$ cat config.mk
export PLATFORM = sky130hd
export DESIGN_NAME = bcd_countdown_mmss
export DESIGN_NICKNAME = d
export VERILOG_FILES = /design/src/rtl/bcd_countdown_mmss.sv
export SDC_FILE = /design/constraint.sdc
export NUM_CORES = 1
export LEC_CHECK = 0
export BUFFER_PORTS_ARGS = -buffer_cell sky130_fd_sc_hd__buf_4
export CELL_PAD_IN_SITES_DETAIL_PLACEMENT = 0
export CELL_PAD_IN_SITES_GLOBAL_PLACEMENT = 1
export CORE_ASPECT_RATIO = 2
export CORE_MARGIN = 2
export CORE_UTILIZATION = 39
export CTS_CLUSTER_SIZE = 16
export DETAILED_ROUTE_END_ITERATION = 8
export PLACE_DENSITY_LB_ADDON = 0.1
export RECOVER_POWER = 50
export SYNTH_ARGS = -nofsm -noshare
export SYNTH_HDL_FRONTEND = slang
export SYNTH_SLANG_ARGS = --single-unit
$ cat constraint.sdc
create_clock -name clock -period 4.1 [get_ports clock]
set_input_delay 0.82 -clock clock [delete_from_list [all_inputs] [get_ports clock]]
set_output_delay 0.82 -clock clock [all_outputs]
set_load 0.05 [all_outputs]
$ cat src/rtl/bcd_countdown_mmss.sv
`default_nettype none
// ============================================================================
//  Module      : bcd_countdown_mmss
//  Description : MM:SS countdown timer made of four chained BCD down-counter
//                digits with borrow propagation. The digits are preset from
//                the set switches and counting is controlled by start/pause.
//                Expiry at 00:00 is reported as a one-cycle done pulse and a
//                level expired flag.
//                Optional feature macro: COUNTDOWN_ALARM_EN adds an alarm
//                output that toggles on ticks for ALARM_TICKS ticks after
//                expiry.
//  Revision    : 1.0 - initial release
// ============================================================================
module bcd_countdown_mmss #(
    parameter int MAX_MIN_TENS = 5
`ifdef COUNTDOWN_ALARM_EN
    ,
    parameter int ALARM_TICKS  = 10
`endif
) (
    input  logic       clock,
    input  logic       reset_n,
    input  logic       tick,
    input  logic       load,
    input  logic       start,
    input  logic       pause,
    input  logic [3:0] set_mt,
    input  logic [3:0] set_mo,
    input  logic [3:0] set_st,
    input  logic [3:0] set_so,
    output logic [3:0] min_tens,
    output logic [3:0] min_ones,
    output logic [3:0] sec_tens,
    output logic [3:0] sec_ones,
    output logic       running,
    output logic       done,
    output logic       expired
`ifdef COUNTDOWN_ALARM_EN
    ,
    output logic       alarm
`endif
);

    typedef enum logic [1:0] {
        S_IDLE  = 2'd0,
        S_RUN   = 2'd1,
        S_PAUSE = 2'd2,
        S_DONE  = 2'd3
    } state_t;

    localparam logic [3:0] c_mt_max = 4'(MAX_MIN_TENS);

    state_t     r_state, w_state_nxt;
    logic [3:0] r_mt, r_mo, r_st, r_so;
    logic [3:0] w_mt_nxt, w_mo_nxt, w_st_nxt, w_so_nxt;
    logic       r_running, r_done, r_expired;
    logic       w_done_nxt;

    // Clamped preset values
    logic [3:0] w_ld_mt, w_ld_mo, w_ld_st, w_ld_so;

    // One-second decrement of the current count, with borrow chain
    logic       w_so_borrow, w_st_borrow, w_mo_borrow;
    logic [3:0] w_dec_mt, w_dec_mo, w_dec_st, w_dec_so;
    logic       w_is_zero, w_dec_zero;

    assign w_ld_mt = (set_mt > c_mt_max) ? c_mt_max : set_mt;
    assign w_ld_mo = (set_mo > 4'd9)     ? 4'd9     : set_mo;
    assign w_ld_st = (set_st > 4'd5)     ? 4'd5     : set_st;
    assign w_ld_so = (set_so > 4'd9)     ? 4'd9     : set_so;

    assign w_so_borrow = (r_so == 4'd0);
    assign w_st_borrow = w_so_borrow && (r_st == 4'd0);
    assign w_mo_borrow = w_st_borrow && (r_mo == 4'd0);

    assign w_dec_so = w_so_borrow ? 4'd9 : r_so - 4'd1;
    assign w_dec_st = !w_so_borrow ? r_st : ((r_st == 4'd0) ? 4'd5 : r_st - 4'd1);
    assign w_dec_mo = !w_st_borrow ? r_mo : ((r_mo == 4'd0) ? 4'd9 : r_mo - 4'd1);
    // Minute tens never underflows: RUN is only ever occupied with a nonzero count
    assign w_dec_mt = w_mo_borrow ? r_mt - 4'd1 : r_mt;

    assign w_is_zero  = ({r_mt, r_mo, r_st, r_so} == 16'h0000);
    assign w_dec_zero = ({w_dec_mt, w_dec_mo, w_dec_st, w_dec_so} == 16'h0000);

    // Next-state, next-count and done-pulse decode; load > pause > start
    always_comb begin
        w_state_nxt = r_state;
        w_mt_nxt    = r_mt;
        w_mo_nxt    = r_mo;
        w_st_nxt    = r_st;
        w_so_nxt    = r_so;
        w_done_nxt  = 1'b0;
        if (load && (r_state != S_RUN)) begin
            w_mt_nxt    = w_ld_mt;
            w_mo_nxt    = w_ld_mo;
            w_st_nxt    = w_ld_st;
            w_so_nxt    = w_ld_so;
            w_state_nxt = S_IDLE;
        end else begin
            case (r_state)
                S_IDLE, S_PAUSE: begin
                    if (!pause && start && !w_is_zero) begin
                        w_state_nxt = S_RUN;
                    end
                end
                S_RUN: begin
                    if (pause) begin
                        w_state_nxt = S_PAUSE;
                    end else if (tick) begin
                        w_mt_nxt = w_dec_mt;
                        w_mo_nxt = w_dec_mo;
                        w_st_nxt = w_dec_st;
                        w_so_nxt = w_dec_so;
                        if (w_dec_zero) begin
                            w_state_nxt = S_DONE;
                            w_done_nxt  = 1'b1;
                        end
                    end
                end
                default: begin
                    // DONE holds 00:00 until a load
                end
            endcase
        end
    end

    // State, digit and status registers
    always_ff @(posedge clock or negedge reset_n) begin
        if (!reset_n) begin
            r_state   <= S_IDLE;
            r_mt      <= 4'd0;
            r_mo      <= 4'd0;
            r_st      <= 4'd0;
            r_so      <= 4'd0;
            r_running <= 1'b0;
            r_done    <= 1'b0;
            r_expired <= 1'b0;
        end else begin
            r_state   <= w_state_nxt;
            r_mt      <= w_mt_nxt;
            r_mo      <= w_mo_nxt;
            r_st      <= w_st_nxt;
            r_so      <= w_so_nxt;
            r_running <= (w_state_nxt == S_RUN);
            r_done    <= w_done_nxt;
            r_expired <= (w_state_nxt == S_DONE);
        end
    end

    assign min_tens = r_mt;
    assign min_ones = r_mo;
    assign sec_tens = r_st;
    assign sec_ones = r_so;
    assign running  = r_running;
    assign done     = r_done;
    assign expired  = r_expired;

`ifdef COUNTDOWN_ALARM_EN
    localparam int             c_aw         = $clog2(ALARM_TICKS + 1);
    localparam logic [c_aw-1:0] c_alarm_last = c_aw'(ALARM_TICKS);

    logic [c_aw-1:0] r_alarm_cnt;
    logic            r_alarm;

    // Alarm: set on DONE entry, toggles per tick, forced low after ALARM_TICKS ticks
    always_ff @(posedge clock or negedge reset_n) begin
        if (!reset_n) begin
            r_alarm     <= 1'b0;
            r_alarm_cnt <= '0;
        end else if (w_state_nxt != S_DONE) begin
            r_alarm     <= 1'b0;
            r_alarm_cnt <= '0;
        end else if (r_state != S_DONE) begin
            r_alarm     <= 1'b1;
            r_alarm_cnt <= '0;
        end else if (tick && (r_alarm_cnt < c_alarm_last)) begin
            r_alarm_cnt <= r_alarm_cnt + 1'b1;
            r_alarm     <= ((r_alarm_cnt + 1'b1) == c_alarm_last) ? 1'b0 : ~r_alarm;
        end
    end

    assign alarm = r_alarm;
`endif

endmodule
`default_nettype wire
==> flow_summary.json <==
{
  "skew_ps": 4.61,
  "worstPathMaxFanout": 8,
  "grt_use_total": 0.215,
  "crit_required_ps": 4280,
  "period_share": 0.606,
  "hpwl_mm": 2.80,
  "post-cts-setup-buffers": 0,
  "final_cell_mix": "buf_4, dfrtp_1, nor2_1",
  "drtPass1Iterations": 4,
  "synth_area_sq_mm": 0.00127,
  "fp.coreArea_sq_mm": 0.00316,
  "clock_latency_ps": 260,
  "htreeDepth": 1,
  "final_cells": 213,
  "clock_path_buffers": 2,
  "ys_ff_latch": 21,
  "area_growth_syn_to_layout_pct": 25.6,
  "fill_cells": 330,
  "yosys-top-cells-area": "dfrtp_1, nor2_1, nand2_1",
  "io_pins": 41,
  "fmaxAchievable_ghz": 0.403,
  "syn_inst": 143,
  "antenna_found_initial": 0,
  "drv_cap": 0,
  "ant_nets": 0,
  "ctsResizeCount": 0,
  "die-area_sq_mm": 0.00375,
  "grt_pass1_vias": 1332,
  "ys_warn_count": 0,
  "ctsHoldBuffers": 0,
  "worstSetupStartpointType": "primary input",
  "hold_depth": 1,
  "final_core_util": 0.505,
  "place_inst": 209,
  "async_flop_share": 1.00,
  "yosysTopAreaCell": "dfrtp_1",
  "avgRoutedWirePerCell_microns": 17.1,
  "min_delay_worst_endpoint": "min_tens[3]",
  "start_util": 0.402,
  "vias": 1308,
  "drive_above_1_share": 0.220,
  "route.detailed.drc": 0,
  "cts_sinks": 21,
  "fin_tns_setup_ps": 0,
  "vias_per_cell": 6.14,
  "cts_tree": "done",
  "worst_pin_slew_ps": 1170,
  "std_cell_rows": 29,
  "use_met1": 0.250,
  "r2r_slack_ps": 1820,
  "endpoint_kind": "register",
  "syn-mean-instance-area_sq_um": 8.87,
  "min_period_ps": 2480,
  "status": "completed",
  "gr-total-overflow": 0,
  "grt_most_used_layer": "met2",
  "synth_flop_cell": "dfrtp_1",
  "syn_nets": 167,
  "hold_violations": 0,
  "powerDensity_mw_per_mm2": 398,
  "cp.arrival_ps": 2670,
  "ir_worst_vdd_mv": 0.201,
  "portBuffers": 40,
  "synth_edf_count": 0,
  "finalMaxSlewViolations": 0,
  "gp_congestion": 0.901,
  "grt_max_degree": 27,
  "clk_pin_slew_worst_paths_ps": 80,
  "layout_commonest_cell": "buf_4",
  "path_class": "in2reg",
  "grt.met3_usage": 0.0237,
  "n_antenna_cell": 0,
  "maxSlewHeadroom": 0.222,
  "power.leakage_nw": 0.654,
  "fp.dieW_microns": 44.3,
  "root_buffer": "clkbuf_8",
  "min_path_type": "reg2reg",
  "die_h_microns": 84.7,
  "grt.met2_usage": 0.374,
  "cts_buffers": 3,
  "nets": 207,
  "ys_types": 42,
  "hp-start": "min_tens[3]",
  "routed_wl_mm": 3.64,
  "rr_worst_depth": 4,
  "yosysTopAreaCellShare": 0.414,
  "grt_pass1_wl_mm": 6.12,
  "crit-reg2reg-launch": "r_state[1]",
  "rsz0062_at_grt": "false",
  "r2r-end": "min_tens[2]",
  "drtIter0Drc": 24,
  "setup_viol": 0,
  "ys_seq_area_frac": 0.414
}
## sequential cells by signal, indices dropped and copies added, names as in the netlist
name	count
r_state	2
min_ones	4
expired	1
sec_ones	4
sec_tens	4
min_tens	4
running	1
done	1
## power by group
part | total (mW) | leakage, nW | switching, mW | internal [mW]
registers | 0.277 | 0.257 | 0.0456 | 0.231
logic | 0.221 | 0.374 | 0.148 | 0.0729
clock network | 0.136 | 0.0228 | 0.0670 | 0.0692
total | 0.634 | 0.654 | 0.261 | 0.373
## worst max-delay path, stage by stage
cell and delay (ps):
buf_4 130, or4bb_1 630, or4_1 580, or3_1 350, a31oi_1 150
## layout make-up
cell class | count | area, sq um | area share
sequential | 21 | 526 | 0.330
clock buffer | 4 | 45.0 | 0.0283
tap | 31 | 38.8 | 0.0243
inverter | 6 | 22.5 | 0.0141
multi-input combinational | 111 | 699 | 0.439
timing repair buffer | 40 | 263 | 0.165
## synthesized netlist by cell type (2+ instances only)
cell type	number
a2111oi_0	2
a21oi_1	6
a31oi_1	6
buf_2	2
clkbuf_1	3
dfrtp_1	21
ha_1	2
inv_1	6
mux2i_1	2
nand2_1	14
nand2b_1	3
nand3_1	4
nand4_1	3
nor2_1	15
nor3_1	8
nor4_1	4
o211ai_1	2
o21ai_0	6
o311ai_0	2
or2_2	2
or3_1	4
or4_1	4
or4_4	2
xnor2_1	2
## per-stage QoR
| stage | setup WS, ps | cell area, sq um | power, mW | hold WS (ps) |
|---|---|---|---|---|
| floorplan | 1610 | 1270 | 0.421 | 524 |
| finish | 1620 | 1590 | 0.634 | 581 |
| global placement | 1370 | 1590 | 0.505 | 556 |
| detailed placement | 1360 | 1590 | 0.507 | 571 |
| CTS | 1620 | 1630 | 0.647 | 445 |
| global route | 1530 | 1590 | 0.673 | 603 |
## cells by family after synthesis
| group | share of synthesized area |
|---|---|
| XOR/XNOR | 0.0207 |
| multiplexers | 0.0158 |
| buffers and inverters | 0.0345 |
| AO/OA/AOI/OAI | 0.184 |
| flip-flops | 0.414 |
| adder cells (fa/ha/maj) | 0.0197 |
| AND/OR/NAND/NOR | 0.311 |
## how the worst max path moves through the flow
stage                      from          end  slack (ps)  cells after the start
after detailed placement  pause  min_tens[2]        1360                      5
after CTS                 pause  min_tens[2]        1620                      5
after global routing      pause  min_tens[2]        1530                      5
after global placement    pause  min_tens[2]        1370                      5
after floorplan           pause  min_tens[2]        1610                      6
final                     pause  min_tens[2]        1620                      5
## metal layers
metal,wire (microns),vias up,share of wire
met5,0,-,0
met4,93,0,0.026
met3,123,8,0.034
met2,2030,41,0.56
met1,1390,634,0.38
li1,-,625,-
Note: power is estimated with default switching activity, not from simulation.
